**src/rtl/sdram_port_arbiter.sv**
```systemverilog
// rtl/sdram_port_arbiter.sv - two-channel burst arbiter in front of one SDRAM controller core
//
// Shares one burst controller between two FIFO channels. Writes beat reads;
// within a class the channel that did not go last wins. One burst at a time:
// IDLE -> REQ -> BURST -> RELEASE -> IDLE.
//
// Ports
//   clk_ref, rst_n                     clock, async active-low reset
//   chN_wr_req / chN_rd_req            channel burst requests (level)
//   chN_wraddr / chN_rdaddr            channel burst addresses
//   chN_wr_length / chN_rd_length      channel burst lengths
//   chN_din                            channel write data
//   chN_wr_ack / chN_rd_ack            acks steered to the selected channel only
//   sdram_wr_req / sdram_rd_req        registered requests to the core
//   sdram_wraddr/rdaddr/lengths/din    fields of the selected channel
//   sdram_wr_ack / sdram_rd_ack        core acks, high for the whole burst
//   grant_ch, busy, timeout_err        selected channel, not-idle, sticky ack timeout
module sdram_port_arbiter #(
    parameter int ACK_TIMEOUT = 255,
    parameter int TO_W        = 8
) (
    input  logic        clk_ref,
    input  logic        rst_n,
    input  logic        ch0_wr_req,
    input  logic        ch0_rd_req,
    input  logic [21:0] ch0_wraddr,
    input  logic [21:0] ch0_rdaddr,
    input  logic [8:0]  ch0_wr_length,
    input  logic [8:0]  ch0_rd_length,
    input  logic [15:0] ch0_din,
    output logic        ch0_wr_ack,
    output logic        ch0_rd_ack,
    input  logic        ch1_wr_req,
    input  logic        ch1_rd_req,
    input  logic [21:0] ch1_wraddr,
    input  logic [21:0] ch1_rdaddr,
    input  logic [8:0]  ch1_wr_length,
    input  logic [8:0]  ch1_rd_length,
    input  logic [15:0] ch1_din,
    output logic        ch1_wr_ack,
    output logic        ch1_rd_ack,
    output logic        sdram_wr_req,
    output logic        sdram_rd_req,
    output logic [21:0] sdram_wraddr,
    output logic [21:0] sdram_rdaddr,
    output logic [8:0]  sdram_wr_length,
    output logic [8:0]  sdram_rd_length,
    output logic [15:0] sdram_din,
    input  logic        sdram_wr_ack,
    input  logic        sdram_rd_ack,
    output logic        grant_ch,
    output logic        busy,
    output logic        timeout_err
);

    typedef enum logic [1:0] {IDLE, REQ, BURST, RELEASE} state_t;

    localparam logic [TO_W-1:0] TO_LAST = TO_W'(ACK_TIMEOUT > 0 ? ACK_TIMEOUT - 1 : 0);

    state_t          state;
    logic            sel_ch;
    logic            dir_rd;
    logic            last_wr_ch;
    logic            last_rd_ch;
    logic [TO_W-1:0] to_cnt;

    logic wr_pick;
    logic rd_pick;
    logic sel_req;
    logic match_ack;

    // Round-robin: the channel that was not served last wins if it is asking.
    always_comb begin
        wr_pick = last_wr_ch;
        rd_pick = last_rd_ch;
        if (last_wr_ch ? ch0_wr_req : ch1_wr_req)
            wr_pick = ~last_wr_ch;
        if (last_rd_ch ? ch0_rd_req : ch1_rd_req)
            rd_pick = ~last_rd_ch;
    end

    // Request level and core ack for the latched channel/direction.
    always_comb begin
        sel_req   = 1'b0;
        match_ack = dir_rd ? sdram_rd_ack : sdram_wr_ack;
        case ({dir_rd, sel_ch})
            2'b00:   sel_req = ch0_wr_req;
            2'b01:   sel_req = ch1_wr_req;
            2'b10:   sel_req = ch0_rd_req;
            default: sel_req = ch1_rd_req;
        endcase
    end

    always_ff @(posedge clk_ref or negedge rst_n) begin
        if (!rst_n) begin
            state        <= IDLE;
            sel_ch       <= 1'b0;
            dir_rd       <= 1'b0;
            last_wr_ch   <= 1'b1;
            last_rd_ch   <= 1'b1;
            to_cnt       <= '0;
            sdram_wr_req <= 1'b0;
            sdram_rd_req <= 1'b0;
            busy         <= 1'b0;
            timeout_err  <= 1'b0;
        end else begin
            case (state)
                IDLE: begin
                    to_cnt <= '0;
                    if (ch0_wr_req || ch1_wr_req) begin
                        sel_ch       <= wr_pick;
                        dir_rd       <= 1'b0;
                        sdram_wr_req <= 1'b1;
                        busy         <= 1'b1;
                        state        <= REQ;
                    end else if (ch0_rd_req || ch1_rd_req) begin
                        sel_ch       <= rd_pick;
                        dir_rd       <= 1'b1;
                        sdram_rd_req <= 1'b1;
                        busy         <= 1'b1;
                        state        <= REQ;
                    end
                end
                REQ: begin
                    // Ack wins over a same-cycle withdrawal or timeout.
                    if (match_ack) begin
                        sdram_wr_req <= 1'b0;
                        sdram_rd_req <= 1'b0;
                        state        <= BURST;
                    end else if (!sel_req) begin
                        sdram_wr_req <= 1'b0;
                        sdram_rd_req <= 1'b0;
                        busy         <= 1'b0;
                        state        <= IDLE;
                    end else if (ACK_TIMEOUT != 0 && to_cnt == TO_LAST) begin
                        sdram_wr_req <= 1'b0;
                        sdram_rd_req <= 1'b0;
                        busy         <= 1'b0;
                        timeout_err  <= 1'b1;
                        if (dir_rd) last_rd_ch <= sel_ch;
                        else        last_wr_ch <= sel_ch;
                        state        <= IDLE;
                    end else begin
                        to_cnt <= to_cnt + 1'b1;
                    end
                end
                BURST: begin
                    if (!match_ack)
                        state <= RELEASE;
                end
                default: begin
                    if (dir_rd) last_rd_ch <= sel_ch;
                    else        last_wr_ch <= sel_ch;
                    busy  <= 1'b0;
                    state <= IDLE;
                end
            endcase
        end
    end

    assign grant_ch        = sel_ch;
    assign sdram_wraddr    = sel_ch ? ch1_wraddr    : ch0_wraddr;
    assign sdram_rdaddr    = sel_ch ? ch1_rdaddr    : ch0_rdaddr;
    assign sdram_wr_length = sel_ch ? ch1_wr_length : ch0_wr_length;
    assign sdram_rd_length = sel_ch ? ch1_rd_length : ch0_rd_length;
    assign sdram_din       = sel_ch ? ch1_din       : ch0_din;

    assign ch0_wr_ack = sdram_wr_ack & busy & ~dir_rd & ~sel_ch;
    assign ch1_wr_ack = sdram_wr_ack & busy & ~dir_rd &  sel_ch;
    assign ch0_rd_ack = sdram_rd_ack & busy &  dir_rd & ~sel_ch;
    assign ch1_rd_ack = sdram_rd_ack & busy &  dir_rd &  sel_ch;

endmodule

```
**config.mk**
```make
export PLATFORM = sky130hd
export DESIGN_NAME = sdram_port_arbiter
export DESIGN_NICKNAME = d
export VERILOG_FILES = /design/src/rtl/sdram_port_arbiter.sv
export SDC_FILE = /design/constraint.sdc
export NUM_CORES = 1
export LEC_CHECK = 0
export ABC_CLOCK_PERIOD_IN_PS = 3200
export BUFFER_PORTS_ARGS = -buffer_cell sky130_fd_sc_hd__buf_4
export CAP_MARGIN = 20
export CORE_AREA = 8 8 91 93
export DETAILED_ROUTE_END_ITERATION = 8
export DIE_AREA = 0 0 99 101
export PLACE_DENSITY_LB_ADDON = 0.25
export SLEW_MARGIN = 20
export SYNTH_ARGS = -nofsm -noshare
export SYNTH_HDL_FRONTEND = slang
export SYNTH_SLANG_ARGS = --single-unit
```
**constraint.sdc**
```tcl
create_clock -name clk_ref -period 3.2 [get_ports clk_ref]
set_input_delay 0.64 -clock clk_ref [delete_from_list [all_inputs] [get_ports clk_ref]]
set_output_delay 0.64 -clock clk_ref [all_outputs]
set_load 0.005 [all_outputs]
```
==> flow_metrics.py <==
metrics = {
    "status": {
        "outcome": "completed",
    },
    "routing": {
        "ant_nets": 0,
        "avgViaCountPerCell": 4.95,
        "via_count": 2552,
        "drc": 0,
        "firstDrtPassIters": 4,
        "routed_wl_um": 12100,
        "drtIter0Drc": 72,
        "routedWlPerCell_um": 23.4,
    },
    "final_layout": {
        "layout.nets": 601,
        "layout-area-overhead-vs-synth_pct": 102,
        "drive_above_1_share": 0.793,
        "n_fill_cell": 611,
        "fin_util": 0.568,
        "final_cell_area_um2": 3940,
        "n_antenna_cell": 0,
    },
    "sta": {
        "min_period_over_period": 0.835,
        "setup_violations": 0,
        "hold_violations": 0,
        "tightest_slew_ns": 0.752,
        "fin_ws_ns": 0.527,
        "fin_setup_tns_ns": 0,
        "slew_headroom": 0.498,
        "final_max_slew_viol_count": 0,
        "skew_ns": 0.00468,
        "fmaxAchievable_mhz": 374,
        "rsz0062_at_grt": "false",
        "fin_crit_ns": 2.67,
    },
    "grt": {
        "grt_overflow": 0,
        "antenna_found_initial": 0,
        "grt_pass1_vias": 2791,
        "grt_pass1_wl_um": 16500,
        "grt_max_degree": 64,
        "grt_use_total": 0.221,
    },
    "placed_design": {
        "post-place-ws_ns": 0.779,
        "place.gp.congestion": 0.998,
        "placed_area_um2": 3890,
        "dp_hpwl_um": 10800,
        "port_buffers": 250,
    },
    "setup_path": {
        "critPathKind": "reg -> out",
        "cp_data_required_time_ns": 2.56,
        "critPathLaunchType": "register",
        "r2r-end": "to_cnt[7]",
        "path_max_fanout": 63,
        "r2r_start": "grant_ch",
        "cp.arrival_ns": 2.03,
        "rrSetupSlack_ns": 0.88,
        "r2r_cells": 4,
        "critPathCaptureType": "primary output",
    },
    "cts": {
        "ctsHoldBuffers": 0,
        "cts-htree-levels": 1,
        "insertion_delay_ns": 0.25,
        "cts_inserted_buffers": 3,
        "postCtsResizedCells": 0,
        "cts.root.buffer_cell": "clkbuf_8",
        "cts_setup_buffers": 0,
        "cts_tree": "yes",
        "cts_max_path_buffers": 2,
        "clk_pin_slew_worst_paths_ns": 0.07,
        "cts_sinks": 18,
    },
    "logic_synthesis": {
        "synth_edf_count": 0,
        "synth_compound_area_frac": 0.139,
        "synth_top_cell_area_share": 0.456,
        "synthMuxAreaShare": 0.480,
        "synth.top_cells.by_area": "mux2_2, dfrtp_1, dfstp_2",
        "synth-simple-area-share": 0.0956,
        "syn_avg_cell_area_um2": 10.2,
        "netlist_area_um2": 1950,
        "ys_dominant_reg_cell": "dfrtp_1",
        "syn-instance-count": 191,
        "synth.most_common_cell": "mux2_2",
        "synthXorXnorAreaFrac": 0,
        "netlist_top_cells_count": "mux2_2, dfrtp_1, o21ai_0, buf_2, nand2_1",
        "synth_top_family_by_area": "multiplexers",
        "ys_ff_latch": 18,
        "synth_fp_nets": 357,
        "synthAdderAreaFrac": 0.0128,
        "yosysWarnings": 0,
        "synth_cell_types": 43,
        "yosysSeqAreaShare": 0.232,
        "synth_top_area_cell": "mux2_2",
        "async_reset_ff_frac": 1.00,
    },
    "job": {
        "cap_violations": 0,
    },
    "floorplanning": {
        "io_pins": 251,
        "coreArea_um2": 6940,
        "rows": 31,
        "die_width_um": 99,
        "dieArea_um2": 10000,
        "die-height_um": 101,
        "start_util": 0.281,
    },
    "power_and_ir_drop": {
        "vdd_drop_max_mv": 0.331,
        "p_per_area_nw_per_um2": 577,
        "p_total_mw": 2.28,
        "leakage_nw": 2.00,
    },
    "min_path": {
        "hold_class": "in -> async",
    },
}
cell type report:
type / instances / area (um2) / area share
inverters: 5 / 18.8 / 0.00476
multi-input cells: 155 / 1420 / 0.360
clock buffers: 4 / 55.1 / 0.0140
well taps: 82 / 103 / 0.0260
flip-flops and latches: 18 / 457 / 0.116
repair buffers: 252 / 1890 / 0.480
cell families after synthesis:
| kind of cell | count (synthesis) |
|---|---|
| simple gates | 36 |
| flops | 18 |
| compound gates | 35 |
| mux | 82 |
| buf+inv | 18 |
| fa+ha+maj | 2 |
state kept, by name, indices dropped and copies added, names as in the netlist:
register / count
dir_rd: 1
sdram_wr_req: 1
state: 2
last_wr_ch: 1
last_rd_ch: 1
grant_ch: 1
busy: 1
timeout_err: 1
to_cnt: 8
sdram_rd_req: 1
worst max-delay path, cell delays in order (launching register included):
cell and delay, ns:
dfrtp_4 0.91, buf_4 0.33, mux2_2 0.37, buf_4 0.14
metal layers:
metal  vias to the layer above  track usage  wire length [um]
met5                         -            0                 0
met4                         0       0.0815               335
met3                        20        0.107              1380
met2                       142        0.416              6450
met1                      1186        0.201              3940
li1                       1204            -                 -
where the power goes:
| group | total [mW] | switching, mW | internal [mW] | leakage (nW) |
|---|---|---|---|---|
| combinational | 1.58 | 0.582 | 0.999 | 1.74 |
| sequential | 0.510 | 0.210 | 0.300 | 0.228 |
| clock | 0.185 | 0.0754 | 0.109 | 0.0288 |
| total | 2.28 | 0.867 | 1.41 | 2.00 |
through the flow:
| step | cells | hold slack [ns] |
|---|---|---|
| 2_1_floorplan | 191 | 0.344 |
| 3_3_place_gp | 512 | 0.442 |
| 3_5_place_dp | 512 | 0.452 |
| 4_1_cts | 516 | 0.249 |
| 5_1_grt | 516 | 0.257 |
| 6_report | 516 | 0.246 |
worst max path at each step:
stage / from / to
5_1_grt: grant_ch / sdram_rdaddr[15]
6_report: grant_ch / sdram_rd_length[0]
3_3_place_gp: grant_ch / sdram_rdaddr[6]
2_1_floorplan: grant_ch / ch1_wr_ack
3_5_place_dp: grant_ch / sdram_rdaddr[15]
4_1_cts: grant_ch / sdram_rdaddr[15]
cell usage in the layout, fill, tap and decap left out, drive strengths merged, types with 3 or more instances in the layout:
| master | synthesis | final |
|---|---|---|
| nand3 | 3 | 3 |
| nand2 | 9 | 9 |
| mux2 | 80 | 80 |
| clkbuf | 3 | 4 |
| a21oi | 4 | 4 |
| o21ai | 10 | 10 |
| inv | 5 | 5 |
| nor2 | 7 | 7 |
| nor3 | 3 | 3 |
| buf | 10 | 252 |
| and3 | 4 | 4 |
| dfrtp | 16 | 16 |
Note: power is estimated with default switching activity, not from simulation.
